[src/rtl/bin2bcd_pkg.sv]
// Shared types and elaboration helpers for the sequential binary-to-BCD converter.
package bin2bcd_pkg;

    typedef enum logic [0:0] {
        IDLE  = 1'b0,
        SHIFT = 1'b1
    } state_t;

    // Width of the packed BCD vector for a given digit count.
    function automatic int bcd_w(input int digits);
        return 4 * digits;
    endfunction

    // Bit counter width: enough to hold BIN_W-1, never narrower than one bit.
    function automatic int cnt_w(input int bin_w);
        return ($clog2(bin_w) < 1) ? 1 : $clog2(bin_w);
    endfunction

    // 10**digits, used to prove the BCD field can hold the largest binary value.
    function automatic longint pow10(input int digits);
        longint acc;
        acc = 64'd1;
        for (int i = 0; i < digits; i++) begin
            acc = acc * 64'd10;
        end
        return acc;
    endfunction

    localparam int CNT_W_DEFAULT = cnt_w(8);

endpackage

[src/rtl/bin2bcd_digit_adj.sv]
// Double-dabble add-3 correction for a single BCD digit.
module bcd_digit_adj (
    input  logic [3:0] din,
    output logic [3:0] dout
);

    // Add 3 when the digit would overflow past 9 after the next left shift.
    always_comb begin
        if (din >= 4'd5) begin
            dout = din + 4'd3;
        end else begin
            dout = din;
        end
    end

endmodule

[src/rtl/bin2bcd_seq.sv]
// Bit-serial double-dabble converter: one input bit per clock, start/busy/done
// handshake, outputs update atomically when the final bit has been shifted in.
module bin2bcd_seq
    import bin2bcd_pkg::*;
#(
    parameter int BIN_W  = 8,
    parameter int DIGITS = 3
) (
    input  logic                           clk,
    input  logic                           rst,
    input  logic                           start,
    input  logic [BIN_W-1:0]               bin,
    output logic                           busy,
    output logic                           done,
    output logic [bcd_w(DIGITS)-1:0]       bcd,
    output logic [$clog2(DIGITS+1)-1:0]    ndig
);

    localparam int     SW        = bcd_w(DIGITS);
    localparam int     CW        = cnt_w(BIN_W);
    localparam int     NW        = $clog2(DIGITS + 1);
    localparam longint DEC_RANGE = pow10(DIGITS);
    localparam longint BIN_MAX   = (longint'(1) << BIN_W) - 64'd1;

    // The decimal field must be able to represent every binary input value.
    if (DEC_RANGE <= BIN_MAX) begin : g_range_err
        $error("bin2bcd_seq: DIGITS=%0d too small for BIN_W=%0d", DIGITS, BIN_W);
    end

    state_t          state_r;
    state_t          state_nxt_s;
    logic [BIN_W-1:0] shift_r;
    logic [SW-1:0]   scratch_r;
    logic [SW-1:0]   adj_s;
    logic [SW-1:0]   scr_shift_s;
    logic [CW-1:0]   cnt_r;
    logic            load_s;
    logic            step_s;
    logic            last_s;
    logic [NW-1:0]   ndig_nxt_s;

    // Per-digit add-3 correction applied before every shift.
    for (genvar g = 0; g < DIGITS; g++) begin : g_adj
        bcd_digit_adj u_adj (
            .din  (scratch_r[4*g +: 4]),
            .dout (adj_s[4*g +: 4])
        );
    end

    // Scratch after this edge's adjust-and-shift; the shift register MSB enters bit 0.
    assign scr_shift_s = {adj_s[SW-2:0], shift_r[BIN_W-1]};

    // State register.
    always_ff @(posedge clk) begin
        if (rst) begin
            state_r <= IDLE;
        end else begin
            state_r <= state_nxt_s;
        end
    end

    // Next-state logic: accept start only in IDLE, leave SHIFT after the last bit.
    always_comb begin
        state_nxt_s = state_r;
        case (state_r)
            IDLE: begin
                if (start) begin
                    state_nxt_s = SHIFT;
                end else begin
                    state_nxt_s = IDLE;
                end
            end
            SHIFT: begin
                if (cnt_r == CW'(0)) begin
                    state_nxt_s = IDLE;
                end else begin
                    state_nxt_s = SHIFT;
                end
            end
            default: state_nxt_s = IDLE;
        endcase
    end

    // FSM control decode for the datapath.
    always_comb begin
        load_s = 1'b0;
        step_s = 1'b0;
        last_s = 1'b0;
        case (state_r)
            IDLE: begin
                load_s = start;
            end
            SHIFT: begin
                step_s = 1'b1;
                last_s = (cnt_r == CW'(0));
            end
            default: begin
                load_s = 1'b0;
            end
        endcase
    end

    // Leading-zero priority encoder on the final result; an all-zero value counts as one digit.
    always_comb begin
        ndig_nxt_s = NW'(1);
        for (int i = 0; i < DIGITS; i++) begin
            if (scr_shift_s[4*i +: 4] != 4'd0) begin
                ndig_nxt_s = NW'(i + 1);
            end else begin
                ndig_nxt_s = ndig_nxt_s;
            end
        end
    end

    // Datapath: capture, shift one bit per edge, publish result and done on the last bit.
    always_ff @(posedge clk) begin
        if (rst) begin
            shift_r   <= '0;
            scratch_r <= '0;
            cnt_r     <= '0;
            busy      <= 1'b0;
            done      <= 1'b0;
            bcd       <= '0;
            ndig      <= NW'(1);
        end else begin
            done <= 1'b0;
            if (load_s) begin
                shift_r   <= bin;
                scratch_r <= '0;
                cnt_r     <= CW'(BIN_W - 1);
                busy      <= 1'b1;
            end else if (step_s) begin
                shift_r   <= shift_r << 1;
                scratch_r <= scr_shift_s;
                if (last_s) begin
                    bcd  <= scr_shift_s;
                    ndig <= ndig_nxt_s;
                    done <= 1'b1;
                    busy <= 1'b0;
                end else begin
                    cnt_r <= cnt_r - CW'(1);
                end
            end
        end
    end

endmodule

[config.mk]
export PLATFORM = sky130hd
export DESIGN_NAME = bin2bcd_seq
export DESIGN_NICKNAME = d
export VERILOG_FILES = /design/src/rtl/bin2bcd_pkg.sv /design/src/rtl/bin2bcd_digit_adj.sv /design/src/rtl/bin2bcd_seq.sv
export SDC_FILE = /design/constraint.sdc
export NUM_CORES = 1
export LEC_CHECK = 0
export ABC_AREA = 1
export CORE_ASPECT_RATIO = 2
export CORE_UTILIZATION = 45
export CTS_BUF_LIST = sky130_fd_sc_hd__clkbuf_16
export DETAILED_ROUTE_END_ITERATION = 8
export DONT_BUFFER_PORTS = 1
export SETUP_SLACK_MARGIN = 0.02
export SLEW_MARGIN = 5
export SYNTH_ARGS = -nofsm -noshare
export SYNTH_HDL_FRONTEND = slang
export SYNTH_SLANG_ARGS = --single-unit
[constraint.sdc]
create_clock -name clk -period 1.9 [get_ports clk]
set_clock_uncertainty 0.2 [all_clocks]
set_input_delay 0.38 -clock clk [delete_from_list [all_inputs] [get_ports clk]]
set_output_delay 0.38 -clock clk [all_outputs]
set_load 0.005 [all_outputs]
==> results.yml <==
grt:
  grt_pass1_vias: 1498
  grt.total_usage: 0.218
  grt_max_degree: 16
  grt_pass1_wl_mm: 6.72
  antenna_found_initial: 0
  overflow: 0
setup_path:
  crit_fanout: 4
  path_buf_inv: 3
  critPathRequiredTime_ns: 1.89
  critPathSlowestCell: "dfxtp_1"
  endpoint_kind: "register"
  startpoint_type: "register"
  cp_slowest_stage_delay_ns: 0.35
  cpMostUsedCell: "nand2_1"
  path_cells: "inv_1 -> ha_1 -> inv_1 -> nand2_1 -> nand3_1 -> nand2_1 -> nand2_1 -> nand2_1 -> nor2_1 -> nand3_1 -> nand2_1 -> inv_1"
  arrival_ns: 1.66
  crit_type: "reg2reg"
  path_delay_family: "simple AND/OR/NAND/NOR gates"
timing:
  period_minus_slack_ns: 1.67
  drv_slew: 0
  final_hold_viol_count: 0
  period_share: 0.880
  tightest_slew_ns: 0.310
  rsz0062_at_grt: "false"
  hold_slack_ns: 0.0381
  maxSlewHeadroom: 0.793
  fin_tns_setup_ns: 0
  setup_viol: 0
  fmax_ghz: 0.598
synthesis:
  syn-instance-count: 252
  yosys.area.top_type: "dfxtp_1"
  syn_nets: 271
  synth_common_cells: "nand2_1 (63), inv_1 (44), dfxtp_1 (40)"
  ys.flop_type: "dfxtp_1"
  synth-seq-cells: 40
  synth_area_leaders: "dfxtp_1 (43%), nand2_1 (13%), inv_1 (9.0%)"
  synth-edff-count: 0
  ys_seq_area_frac: 0.434
  yosysWarnings: 0
  avgSynthCellArea_sq_um: 7.32
  synth_top_area_frac: 0.434
  synth.distinct_cells: 23
  synth.most_common_cell: "nand2_1"
  async_flop_share: 0
  synthesis.area_sq_um: 1840
routing:
  vias_per_cell: 4.99
  ant_nets: 0
  drt-initial-drc-count: 12
  dr_total_vias: 1563
  wl_per_cell_um: 13.1
  drc: 0
  routed_wl_mm: 4.09
  firstDrtPassIters: 4
cts:
  cts_buffer_depth: 2
  h-tree-depth: 2
  clockRootBuffer: "clkbuf_16"
  cts_tree: "yes"
  clk_pin_slew_worst_paths_ns: 0.06
  numClockSinks: 40
  numCtsBuffers: 5
  cts_setup_buffers: 0
  clock_latency_ns: 0.29
die:
  die-width_um: 47.3
  die_area_sq_um: 4370
  rows: 32
  ios: 27
  core_area_sq_um: 3880
  start_util: 0.475
  fp.dieH_um: 92.5
final_layout:
  nets: 280
  n_fill_cell: 385
  drive_gt1_frac: 0.103
  multi_input_area_sq_um: 835
  syn2layout_area_growth_pct: 14.7
  seq_area_sq_um: 802
  antenna_cells: 0
run:
  maxCapViolations: 0
power_and_ir_drop:
  p_per_area_nw_per_um2: 1040
  p_leak_nw: 1.04
  ir_drop_mv: 0.653
run_status:
  outcome: "finished clean"
worst_hold_path:
  min-delay-path-class: "in2reg"
place:
  dpl.hpwl_mm: 3.16
  io_buffers: 0
  gp_congestion: 0.789
## cells in the final DEF, fill, tap and decap left out, drive strengths merged
cell type and count:
clkinvlp 1, dlygate4sd3 1, nor2 18, bufinv 1, a22o 7, a21oi 14, o21ai 22, inv 49
o31ai 1, buf 7, nand3 11, a32o 1, ha 8, and2 1, dfxtp 40, nand4 4
nand2 63, or2 1, clkbuf 5, xor2 1, o211ai 6
## path summary, 6_finish.rpt
| check | startpoint | slack (ns) | end | cells after the start |
|---|---|---|---|---|
| worst max-delay path | scratch_r[8] | 0.23 | ndig[0] | 12 |
| worst min-delay path | bin[0] | 0.04 | shift_r[0] | 2 |
| worst max register to register | scratch_r[8] | 0.23 | ndig[0] | 12 |
| worst min register to register | shift_r[0] | 0.28 | shift_r[0] | 2 |
## power breakdown
group	internal (W)	switching (W)
logic	0.000101	0.000182
clock network	0.000624	0.000357
registers	0.000892	0.0000372
## stage by stage
step	setup slack, ns	cell area (sq um)	std cells	power, W	utilization
floorplan	0.385	1840	252	0.00115	-
global placement	0.221	1930	304	0.00123	0.497
detailed placement	0.204	1930	304	0.00123	0.497
CTS	0.200	2110	313	0.00222	0.543
global route	0.0317	2110	313	0.00229	0.544
finish	0.228	2110	313	0.00219	0.544
## routing by layer
| metal | routed length [um] | vias up | track usage |
|---|---|---|---|
| met5 | 0 | - | 0 |
| met4 | 96 | 0 | 0.107 |
| met3 | 130 | 8 | 0.0429 |
| met1 | 1510 | 713 | 0.204 |
| li1 | - | 815 | - |
| met2 | 2350 | 27 | 0.403 |
## area by class of cell
cell class | count | share of cell area
Clock buffer | 5 | 0.0592
Tap cell | 51 | 0.0302
Sequential cell | 40 | 0.379
Inverter | 48 | 0.0852
Multi-Input combinational cell | 158 | 0.395
Timing Repair Buffer | 8 | 0.0296
Clock inverter | 3 | 0.0219
## registers in the layout (all words and copies together) (netlist names)
signal,flops
bcd,12
scratch_r,12
shift_r,8
cnt_r,3
ndig,2
busy,1
done,1
state_r,1
## worst register-to-register path: cells and delay by family (launching register included)
family / cells / cell delay [ns]
and+or+nand+nor: 8 / 0.64
DFF: 1 / 0.35
adders and majority gates: 1 / 0.21
buffers and inverters: 3 / 0.16
## logic make-up after synthesis
kind of cell             Yosys count  share of synthesized area
adder cells (fa/ha/maj)            8                     0.0543
AO/OA/AOI/OAI                     51                      0.165
flip-flops                        40                      0.434
XOR/XNOR                           1                    0.00475
buffers and inverters             54                      0.115
AND/OR/NAND/NOR                   98                      0.227
## what timing repair did
action,in CTS,in global routing
hold buffers,1,0
hold endpoints to repair,2,0
gates resized for setup,0,2
setup endpoints to repair,0,2
Note: power is estimated with default switching activity, not from simulation.
